<file path="src/rtl/div32_seq.sv">
// div32_seq: multi-cycle restoring divider, signed/unsigned, with div-by-zero and overflow flags
module div32_seq #(
    parameter int WIDTH = 32
) (
    input  logic             clk_i,
    input  logic             rst_ni,
    input  logic             start_i,
    input  logic             signed_op_i,
    input  logic [WIDTH-1:0] dividend_i,
    input  logic [WIDTH-1:0] divisor_i,
    output logic [WIDTH-1:0] quotient_o,
    output logic [WIDTH-1:0] remainder_o,
    output logic             busy_o,
    output logic             done_o,
    output logic             div_by_zero_o,
    output logic             overflow_o
);
    typedef enum logic [1:0] {IDLE, RUN, DONE} state_e;
    state_e           state_q, state_d;
    logic [WIDTH-1:0] rem_q, rem_d, quo_q, quo_d, dvs_q, dvs_d;
    logic [WIDTH-1:0] quotient_q, quotient_d, remainder_q, remainder_d;
    logic [5:0]       cnt_q, cnt_d;
    logic             neg_q_q, neg_q_d, neg_r_q, neg_r_d, dbz_q, dbz_d, ovf_q, ovf_d;
    logic [WIDTH:0]   rem_sh, trial;
    logic             a_neg, b_neg;
    assign rem_sh = {rem_q, quo_q[WIDTH-1]};
    assign trial  = rem_sh - {1'b0, dvs_q};
    assign a_neg  = signed_op_i & dividend_i[WIDTH-1];
    assign b_neg  = signed_op_i & divisor_i[WIDTH-1];
    assign quotient_o    = quotient_q;
    assign remainder_o   = remainder_q;
    assign busy_o        = state_q == RUN;
    assign done_o        = state_q == DONE;
    assign div_by_zero_o = dbz_q;
    assign overflow_o    = ovf_q;
    // Next-state and datapath: operand capture, one shift/subtract step per RUN cycle, result fix-up
    always_comb begin
        state_d     = state_q;
        rem_d       = rem_q;
        quo_d       = quo_q;
        dvs_d       = dvs_q;
        cnt_d       = cnt_q;
        neg_q_d     = neg_q_q;
        neg_r_d     = neg_r_q;
        quotient_d  = quotient_q;
        remainder_d = remainder_q;
        dbz_d       = dbz_q;
        ovf_d       = ovf_q;
        case (state_q)
            RUN: begin
                rem_d = trial[WIDTH] ? rem_sh[WIDTH-1:0] : trial[WIDTH-1:0];
                quo_d = {quo_q[WIDTH-2:0], ~trial[WIDTH]};
                cnt_d = cnt_q + 6'd1;
                if (cnt_q == 6'(WIDTH - 1)) begin
                    state_d     = DONE;
                    quotient_d  = neg_q_q ? -quo_d : quo_d;
                    remainder_d = neg_r_q ? -rem_d : rem_d;
                    dbz_d       = 1'b0;
                    ovf_d       = 1'b0;
                end
            end
            default: begin
                state_d = IDLE;
                if (start_i) begin
                    rem_d   = '0;
                    quo_d   = a_neg ? -dividend_i : dividend_i;
                    dvs_d   = b_neg ? -divisor_i : divisor_i;
                    neg_q_d = a_neg ^ b_neg;
                    neg_r_d = a_neg;
                    cnt_d   = '0;
                    state_d = RUN;
                    if (divisor_i == '0) begin
                        state_d     = DONE;
                        quotient_d  = '1;
                        remainder_d = dividend_i;
                        dbz_d       = 1'b1;
                        ovf_d       = 1'b0;
                    end else if (a_neg && dividend_i[WIDTH-2:0] == '0 && divisor_i == '1) begin
                        state_d     = DONE;
                        quotient_d  = dividend_i;
                        remainder_d = '0;
                        dbz_d       = 1'b0;
                        ovf_d       = 1'b1;
                    end
                end
            end
        endcase
    end
    // State and datapath registers, cleared asynchronously on reset
    always_ff @(posedge clk_i or negedge rst_ni) begin
        if (!rst_ni) begin
            state_q     <= IDLE;
            rem_q       <= '0;
            quo_q       <= '0;
            dvs_q       <= '0;
            cnt_q       <= '0;
            neg_q_q     <= 1'b0;
            neg_r_q     <= 1'b0;
            quotient_q  <= '0;
            remainder_q <= '0;
            dbz_q       <= 1'b0;
            ovf_q       <= 1'b0;
        end else begin
            state_q     <= state_d;
            rem_q       <= rem_d;
            quo_q       <= quo_d;
            dvs_q       <= dvs_d;
            cnt_q       <= cnt_d;
            neg_q_q     <= neg_q_d;
            neg_r_q     <= neg_r_d;
            quotient_q  <= quotient_d;
            remainder_q <= remainder_d;
            dbz_q       <= dbz_d;
            ovf_q       <= ovf_d;
        end
    end
endmodule

</file>
<file path="config.mk">
export PLATFORM = sky130hd
export DESIGN_NAME = div32_seq
export DESIGN_NICKNAME = d
export VERILOG_FILES = /design/src/rtl/div32_seq.sv
export SDC_FILE = /design/constraint.sdc
export NUM_CORES = 1
export LEC_CHECK = 0
export CORE_MARGIN = 8
export CORE_UTILIZATION = 36
export CTS_CLUSTER_SIZE = 40
export DETAILED_ROUTE_END_ITERATION = 10
export DONT_BUFFER_PORTS = 1
export HOLD_SLACK_MARGIN = 0.12
export PLACE_DENSITY = 0.5
export SYNTH_ARGS = -nofsm -noshare
export SYNTH_HDL_FRONTEND = slang
export SYNTH_SLANG_ARGS = --single-unit
</file>
<file path="constraint.sdc">
create_clock -name clk_i -period 8.4 [get_ports clk_i]
set_input_delay 1.26 -clock clk_i [delete_from_list [all_inputs] [get_ports clk_i]]
set_output_delay 1.26 -clock clk_i [all_outputs]
set_load 0.03 [all_outputs]
</file>
==> impl_results.md, run 1 <==
* Clock sinks at 172
* Syn avg cell area at 8.06 um2
* Top-count cell post-synth: nand2_1
* Met2 Wirelength at 20300 um
* Post-DP HPWL at 33600 um
* Height of the die at 206 um
* Layout net count at 1655
* Final-report hold violation count at 0
* Max clock buf depth at 2
* Final setup viols at 0
* Area after DPL at 0.0132 mm2
* ANT cells at 0
* WL final at 45500 um
* Layout cells sized above 1 at 5.64%
* Top sig layer: met4
* Total of warnings raised by yosys at 0
* Initial antenna violation count at 0
* Clock-pin slew on the worst setup and hold paths at 0.07 ns
* CTS Buf Count at 17
* Post-synth ARST share at 100%
* Hold Path Class: register to register
* I/O Pins at 136
* Slew Viols, Final at 0
* Routed len/inst at 22.5 um
* First-pass GRT wire length at 70500 um
* Setup TNS at 0 ns
* Die W at 206 um
* Synth Cell Area at 0.0130 mm2
* Gr usage total at 21.5%
* Post-synth top area share at 33.1%
* Post_cts resized at 0
* Worst Skew at 0.0118 ns
* Required @ worst endpoint at 8.74 ns
* P&R area growth vs syn at 6.19%
* Max FO, Critical Path at 38
* GRT overflow at 0
* Largest area contributor in the netlist: dfrtp_1
* Row count at 69
* Synth top cells by count: nand2_1 (194), o21ai_0 (181), dfrtp_1 (172), nor2_1 (142), a21oi_1 (109)
* Tmin final at 6.14 ns
* Kind of critical path: register to register
* Fillers at 3740
* Syn Nets at 1718
* Root buffer cell: clkbuf_16
* Die ar. at 0.0424 mm2
* Buffers on Ports at 0
* Core area at 0.0356 mm2
* RSZ-0062 raised after global routing: no
* Routed wl met3 at 3190 um
* Worst Path Arrival at 6.47 ns
* Number of synthesized flops with an enable pin at 0
* Setup bufs post-CTS at 0
* Final instance area at 0.0138 mm2
* RePlAce Congestion at 0.899
* Flops & latches, synth at 172
* Skew-Pair Late Insertion Delay at 0.45 ns
* # hold bufs at CTS at 0
* Via Count at 11887
* Vias per inst at 5.88
* Slew @ Worst Pin at 1.15 ns
* Largest net degree at the start of global routing at 173
* Status: finished, final reports clean
* CTS tree: done
* Vias in the first global route at 11357
* CP Capture Type: register
* Register area share after synthesis at 33.1%
* Max capacitance violation total at 0
* Routed Antenna Nets at 0
* DRT iter0 DRCs at 870
* Highest clock rate at 0.163 GHz
* 1st-pass router iterations at 5
* Tcrit/Tclk final at 73.0%
* Max-slew headroom at 23.1%
* Top cells by area, synth: dfrtp_1 (33%), o21ai_0 (7.0%), nand2_1 (5.6%)
* Cells after Synth at 1611
* DRC at 0
* Initial Util at 36.5%
* H-tree Lvls at 4
* Distinct cells, synth at 98
* Met1 WL at 20800 um
* CP Launch Type: register
* Top FF cell, synth: dfrtp_1
area by class of cell:
cell class / count / area (um2) / area share (%)
clock buffers: 23 / 478 / 3.46
clock inverters: 8 / 109 / 0.789
inverters: 57 / 215 / 1.56
multi-input cells: 1293 / 8060 / 58.4
flip-flops and latches: 172 / 4300 / 31.2
well taps: 461 / 577 / 4.18
repair buffers: 7 / 52.6 / 0.381
cell usage in the layout, fill, tap and decap left out, drive strengths merged, types with 15 or more instances in the layout:
master,count
a21o,16
a21oi,117
a31oi,23
and2,19
clkbuf,23
dfrtp,172
ha,38
inv,58
mux2i,30
nand2,194
nand3,57
nor2,143
nor3,37
o21ai,192
o22ai,17
o31ai,30
or3,31
or4,15
xnor2,83
xor2,42
kinds of logic (layout without fill, tap and decap cells):
kind of cell / after synthesis / after routing / share of synthesized area [%]
adders and majority gates: 39 / 39 / 3.81
buffers and inverters: 146 / 95 / 4.91
xor gates and xnor gates: 125 / 125 / 8.43
and+or+nand+nor: 573 / 573 / 21.0
DFF: 172 / 172 / 33.1
AOI/OAI and AO/OA: 524 / 524 / 26.1
muxes: 32 / 32 / 2.58
routing by layer:
metal | GRT usage [%] | vias up
met4 | 6.79 | 0
li1 | - | 5717
met1 | 29.6 | 5770
met5 | 0 | -
met3 | 5.36 | 58
met2 | 32.5 | 342
registers in the layout (all words and copies together) (netlist names), 2 cells and up:
name / cells
remainder_o: 32
cnt_q: 6
quotient_o: 32
state_q: 2
dvs_q: 32
rem_q: 32
quo_q: 32
through the flow:
| stage | setup slack (ns) | instances | utilization, % | hold slack (ns) |
|---|---|---|---|---|
| global placement | 2.54 | 1990 | 37.1 | 0.466 |
| CTS | 2.39 | 2021 | 38.8 | 0.488 |
| floorplan | 3.10 | 1611 | - | 0.450 |
| finish | 2.26 | 2021 | 38.8 | 0.483 |
| global route | 1.99 | 2021 | 38.8 | 0.475 |
| detailed placement | 2.39 | 1990 | 37.1 | 0.473 |
path summary, 6_finish.rpt:
check                           startpoint         endpoint  slack (ns)  cells after the start
min in group asynchronous           rst_ni         dvs_q[7]        0.50                      0
max in group asynchronous           rst_ni        quo_q[28]        7.61                      0
worst min-delay path             dvs_q[24]        dvs_q[24]        0.48                      2
worst max-delay path             quo_q[31]  remainder_o[28]        2.26                     20
worst max register to register   quo_q[31]  remainder_o[28]        2.26                     20
worst min register to register   dvs_q[24]        dvs_q[24]        0.48                      2
critical path, stage by stage (launching register included):
cell and delay, ns:
dfrtp_1 0.37, inv_1 0.10, ha_1 0.20, inv_1 0.06, fa_1 0.42, and3_1 0.21
o21a_1 0.23, o21a_1 0.23, o211a_1 0.27, nor3_4 0.38, nor2_4 0.05, inv_2 0.58
mux2i_1 0.35, ha_1 0.29, or4b_2 0.62, or2_2 0.33, mux2i_1 0.24, o2111ai_1 0.32
or3_1 0.44, mux2i_1 0.13, o22a_1 0.18
Power of run 1 is left out: the tool's default activity adds up to more than one toggle a clock period on the data nets, which glitch-free logic cannot reach.
==> inputs of run 2 (changes only) <==
--- a/config.mk
+++ b/config.mk
@@ -11,7 +11,7 @@
 export DETAILED_ROUTE_END_ITERATION = 10
 export DONT_BUFFER_PORTS = 1
 export HOLD_SLACK_MARGIN = 0.12
-export PLACE_DENSITY = 0.5
+export PLACE_DENSITY = 0.52
 export SYNTH_ARGS = -nofsm -noshare
 export SYNTH_HDL_FRONTEND = slang
 export SYNTH_SLANG_ARGS = --single-unit
==> constraint.sdc (replaced) <==
create_clock -name clk_i -period 5.3 [get_ports clk_i]
set_input_delay 0.795 -clock clk_i [delete_from_list [all_inputs] [get_ports clk_i]]
set_output_delay 0.795 -clock clk_i [all_outputs]
set_load 0.03 [all_outputs]
==> impl_results.md, run 2 (synthesized netlist as in run 1, its figures left out) <==
* Met1 GRT Util at 28.7%
* Height of the die at 206 um
* CP Launch Type: register
* Routed len/inst at 22.4 um
* Tcrit/Tclk final at 95.7%
* Initial antenna violation count at 0
* Hold Path Class: primary input to async pin
* P&R area growth vs syn at 8.43%
* Setup ws final at 0.228 ns
* Area after DPL at 0.0134 mm2
* Worst Skew at 0.0293 ns
* WL final at 45800 um
* Most frequent cells in the layout: nand2_1 (193), o21ai_0 (181), dfrtp_1 (172)
* Worst Path Arrival at 5.43 ns
* CTS tree: done
* Max-slew headroom at 24.7%
* Final instance area at 0.0141 mm2
* Met2 GRT Util at 33.3%
* Required @ worst endpoint at 5.66 ns
* GRT overflow at 0
* Largest net degree at the start of global routing at 173
* Met3 GRT Util at 4.92%
* Place WS at 0.0770 ns
* 1st-pass router iterations at 5
* Initial Util at 36.5%
* First-pass GRT wire length at 70300 um
* Vias in the first global route at 11532
* Root buffer cell: clkbuf_16
* Gr busiest metal: met2
* Skew-Pair Late Insertion Delay at 0.47 ns
* DRC at 0
* Die ar. at 0.0424 mm2
* RePlAce Congestion at 0.891
* Highest clock rate at 0.197 GHz
* CTS Buf Count at 17
* Die W at 206 um
* Status: finished, final reports clean
* Clock-pin slew on the worst setup and hold paths at 0.08 ns
* Max FO, Critical Path at 4
* Final-report hold violation count at 0
* I/O Pins at 136
* Core area at 0.0356 mm2
* Setup TNS at 0 ns
* Max clock buf depth at 2
* DRT iter0 DRCs at 886
* H-tree Lvls at 4
* Layout cells sized above 1 at 8.07%
* Tmin final at 5.07 ns
* Max capacitance violation total at 0
* Vias per inst at 5.88
* Hold slack at 0.394 ns
* Routed Antenna Nets at 0
* Layout net count at 1681
* Clock sinks at 172
* Commonest non-fill, non-tap cell in the layout: nand2_1
* Final setup viols at 0
* Gr usage total at 21.4%
* CP Capture Type: register
* ANT cells at 0
* Kind of critical path: register to register
* Slew @ Worst Pin at 1.13 ns
* Slew Viols, Final at 0
* Via Count at 12048
* Post-DP HPWL at 34300 um
* Buffers on Ports at 0
* Fillers at 3707
* Row count at 69
==> run 2: changes by cell type in the layout (fill, tap and decap cells not counted), moves of 2 or more <==
cell        previous run  this run
buf_4                  7        30
clkbuf_1               3         0
buf_12                 0         2
clkinv_2               2         4
clkinvlp_4             0         2
mux2i_1               29        27
mux2i_2                0         2
==> run 2: cell type report <==
type / count / area (um2) / area share [%]
Sequential cell: 172 / 4300 / 30.6
Clock buffer: 20 / 467 / 3.31
Inverter: 57 / 214 / 1.52
Clock inverter: 12 / 111 / 0.791
Tap cell: 461 / 577 / 4.10
Multi-Input combinational cell: 1293 / 8120 / 57.6
Timing Repair Buffer: 33 / 293 / 2.08
==> run 2: critical path, stage by stage, from the launching register on <==
cell       delay, ns
dfrtp_1         0.38
inv_1           0.10
ha_1            0.20
inv_1           0.06
fa_1            0.42
and3_1          0.21
o21a_1          0.23
o21a_1          0.21
o211a_1         0.26
nor3_4          0.17
nor2_4          0.05
inv_2           0.09
mux2i_2         0.27
ha_2            0.22
or4b_2          0.60
or2_2           0.32
mux2i_2         0.28
o2111ai_4       0.21
or3_1           0.39
mux2i_1         0.13
o22a_1          0.18
==> run 2: worst paths after layout <==
check / from / endpoint / cells past startpoint / slack, ns
hold reg to reg: dvs_q[11] / dvs_q[11] / 2 / 0.48
setup reg to reg: quo_q[31] / remainder_o[28] / 20 / 0.23
setup / recovery: quo_q[31] / remainder_o[28] / 20 / 0.23
max in group asynchronous: rst_ni / dvs_q[25] / 1 / 4.22
min in group clk_i: signed_op_i / neg_q_q / 2 / 0.46
hold / removal: rst_ni / quo_q[2] / 1 / 0.39
==> run 2: what timing repair did <==
action | in CTS | in global routing
setup buffers | 0 | 1
hold buffers | 1 | 0
setup endpoints to repair | 0 | 9
resized for setup | 0 | 10
endpoints found under the hold margin | 172 | 0
==> run 2: routing by layer <==
| layer | wire, um | vias to the layer above | share of wire (%) |
|---|---|---|---|
| met2 | 20300 | 355 | 44 |
| met4 | 1370 | 0 | 3.0 |
| met5 | 0 | - | 0 |
| met1 | 21000 | 5847 | 46 |
| li1 | - | 5782 | - |
| met3 | 3050 | 64 | 6.7 |
==> run 2: per-stage QoR <==
| step | util [%] | instances |
|---|---|---|
| CTS | 39.4 | 2047 |
| detailed placement | 37.7 | 2014 |
| global placement | 37.7 | 2014 |
| global route | 39.6 | 2048 |
| floorplan | - | 1611 |
| finish | 39.6 | 2048 |
Power of run 2 is left out for the same reason.
==> inputs of run 3 (changes only) <==
--- a/config.mk
+++ b/config.mk
@@ -5,7 +5,6 @@
 export SDC_FILE = /design/constraint.sdc
 export NUM_CORES = 1
 export LEC_CHECK = 0
-export CORE_MARGIN = 8
 export CORE_UTILIZATION = 36
 export CTS_CLUSTER_SIZE = 40
 export DETAILED_ROUTE_END_ITERATION = 10
==> impl_results.md, run 3 (synthesized netlist as in run 1, its figures left out) <==
* Root buffer cell: clkbuf_16
* Vias per inst at 5.84
* Max-slew headroom at 20.5%
* WL final at 44100 um
* FF-to-FF Start: quo_q[31]
* Worst Skew at 0.0147 ns
* Worst Path Arrival at 5.45 ns
* CP Launch Type: register
* Die ar. at 0.0368 mm2
* P&R area growth vs syn at 8.20%
* Max FO, Critical Path at 4
* Setup ws final at 0.216 ns
* Die W at 192 um
* Origin of the worst setup path: quo_q[31]
* Place WS at 0.0447 ns
* 1st-pass router iterations at 5
* Hold Path Class: primary input to async pin
* Routed Antenna Nets at 0
* CP Capture Type: register
* Vias in the first global route at 11443
* Setup TNS at 0 ns
* Skew-Pair Late Insertion Delay at 0.45 ns
* Layout cells sized above 1 at 7.62%
* Initial Util at 36.5%
* Tcrit/Tclk final at 95.9%
* Gr usage total at 24.3%
* DRT iter0 DRCs at 783
* H-tree Lvls at 4
* Hold slack at 0.331 ns
* Clock-pin slew on the worst setup and hold paths at 0.07 ns
* Initial antenna violation count at 1
* Kind of critical path: register to register
* Height of the die at 192 um
* Slew Viols, Final at 0
* Commonest non-fill, non-tap cell in the layout: nand2_1
* Final-report hold violation count at 0
* Slew @ Worst Pin at 1.18 ns
* CTS tree: done
* Most frequent cells in the layout: nand2_1 (193), o21ai_0 (180), dfrtp_1 (172)
* Tmin final at 5.08 ns
* Row count at 69
* Highest clock rate at 0.197 GHz
* Area after DPL at 0.0134 mm2
* CTS Buf Count at 17
* Required @ worst endpoint at 5.66 ns
* Buffers on Ports at 0
* Largest net degree at the start of global routing at 173
* Max capacitance violation total at 0
* Final setup viols at 0
* First-pass GRT wire length at 68400 um
* ANT cells at 0
* Core area at 0.0356 mm2
* GRT overflow at 0
* Clock sinks at 172
* Post-DP HPWL at 33000 um
* Routed len/inst at 21.5 um
* Via Count at 11968
* Final instance area at 0.0141 mm2
* Layout net count at 1681
* Status: finished, final reports clean
* Max clock buf depth at 2
* DRC at 0
* RePlAce Congestion at 0.905
* Fillers at 3673
* I/O Pins at 136
-- run 3: cell count changes in the layout (fill, tap and decap cells not counted), sizes merged --
cell	delta
clkinv	-2
clkinvlp	+2
-- run 3: final timing paths --
kind	to	slack, ns	depth (start not counted)
min in group clk_i	neg_q_q	0.47	2
setup reg to reg	remainder_o[30]	0.22	20
setup / recovery	remainder_o[30]	0.22	20
hold / removal	quotient_o[12]	0.33	1
max in group asynchronous	dvs_q[15]	4.18	1
hold reg to reg	dvs_q[22]	0.48	2
-- run 3: timing repair --
item                                    4_1_cts  5_1_grt
endpoints found under the hold margin       172        0
endpoints found under the setup margin        0        7
buffers inserted                              0        3
gates resized for setup                       0        9
hold buffers                                  1        0
-- run 3: metrics by stage --
step | std cells | utilization (%)
global route | 2048 | 39.5
finish | 2048 | 39.5
global placement | 2012 | 37.7
floorplan | 1611 | -
CTS | 2045 | 39.3
detailed placement | 2012 | 37.7
-- run 3: metal layers --
layer	global-route usage, %	part of all wire [%]	vias up
met5	0	0	-
met3	4.81	5.8	47
met4	6.84	2.1	0
met2	38.4	45	349
li1	-	-	5773
met1	33.4	47	5799
-- run 3: worst max-delay path: stages (launching register included) --
cell and delay, ns:
dfrtp_1 0.38, inv_1 0.11, ha_2 0.20, inv_1 0.05, fa_1 0.41, and3_1 0.21, o21a_1 0.22, o21a_1 0.21
o211a_1 0.27, nor3_4 0.18, nor2_4 0.05, inv_2 0.11, mux2i_4 0.26, ha_2 0.20, or4b_2 0.59, or2_2 0.33
mux2i_4 0.21, o2111ai_4 0.20, o41ai_2 0.42, xnor2_1 0.13, a221oi_2 0.24
-- run 3: layout make-up --
cell class | count | area (um2) | share of cell area (%)
inverter | 57 | 214 | 1.52
tap | 461 | 577 | 4.10
multi-input combinational | 1293 | 8110 | 57.7
timing repair buffer | 33 | 293 | 2.08
clock inverter | 12 | 114 | 0.810
sequential | 172 | 4300 | 30.6
clock buffer | 20 | 447 | 3.18
Power of run 3 is left out for the same reason.
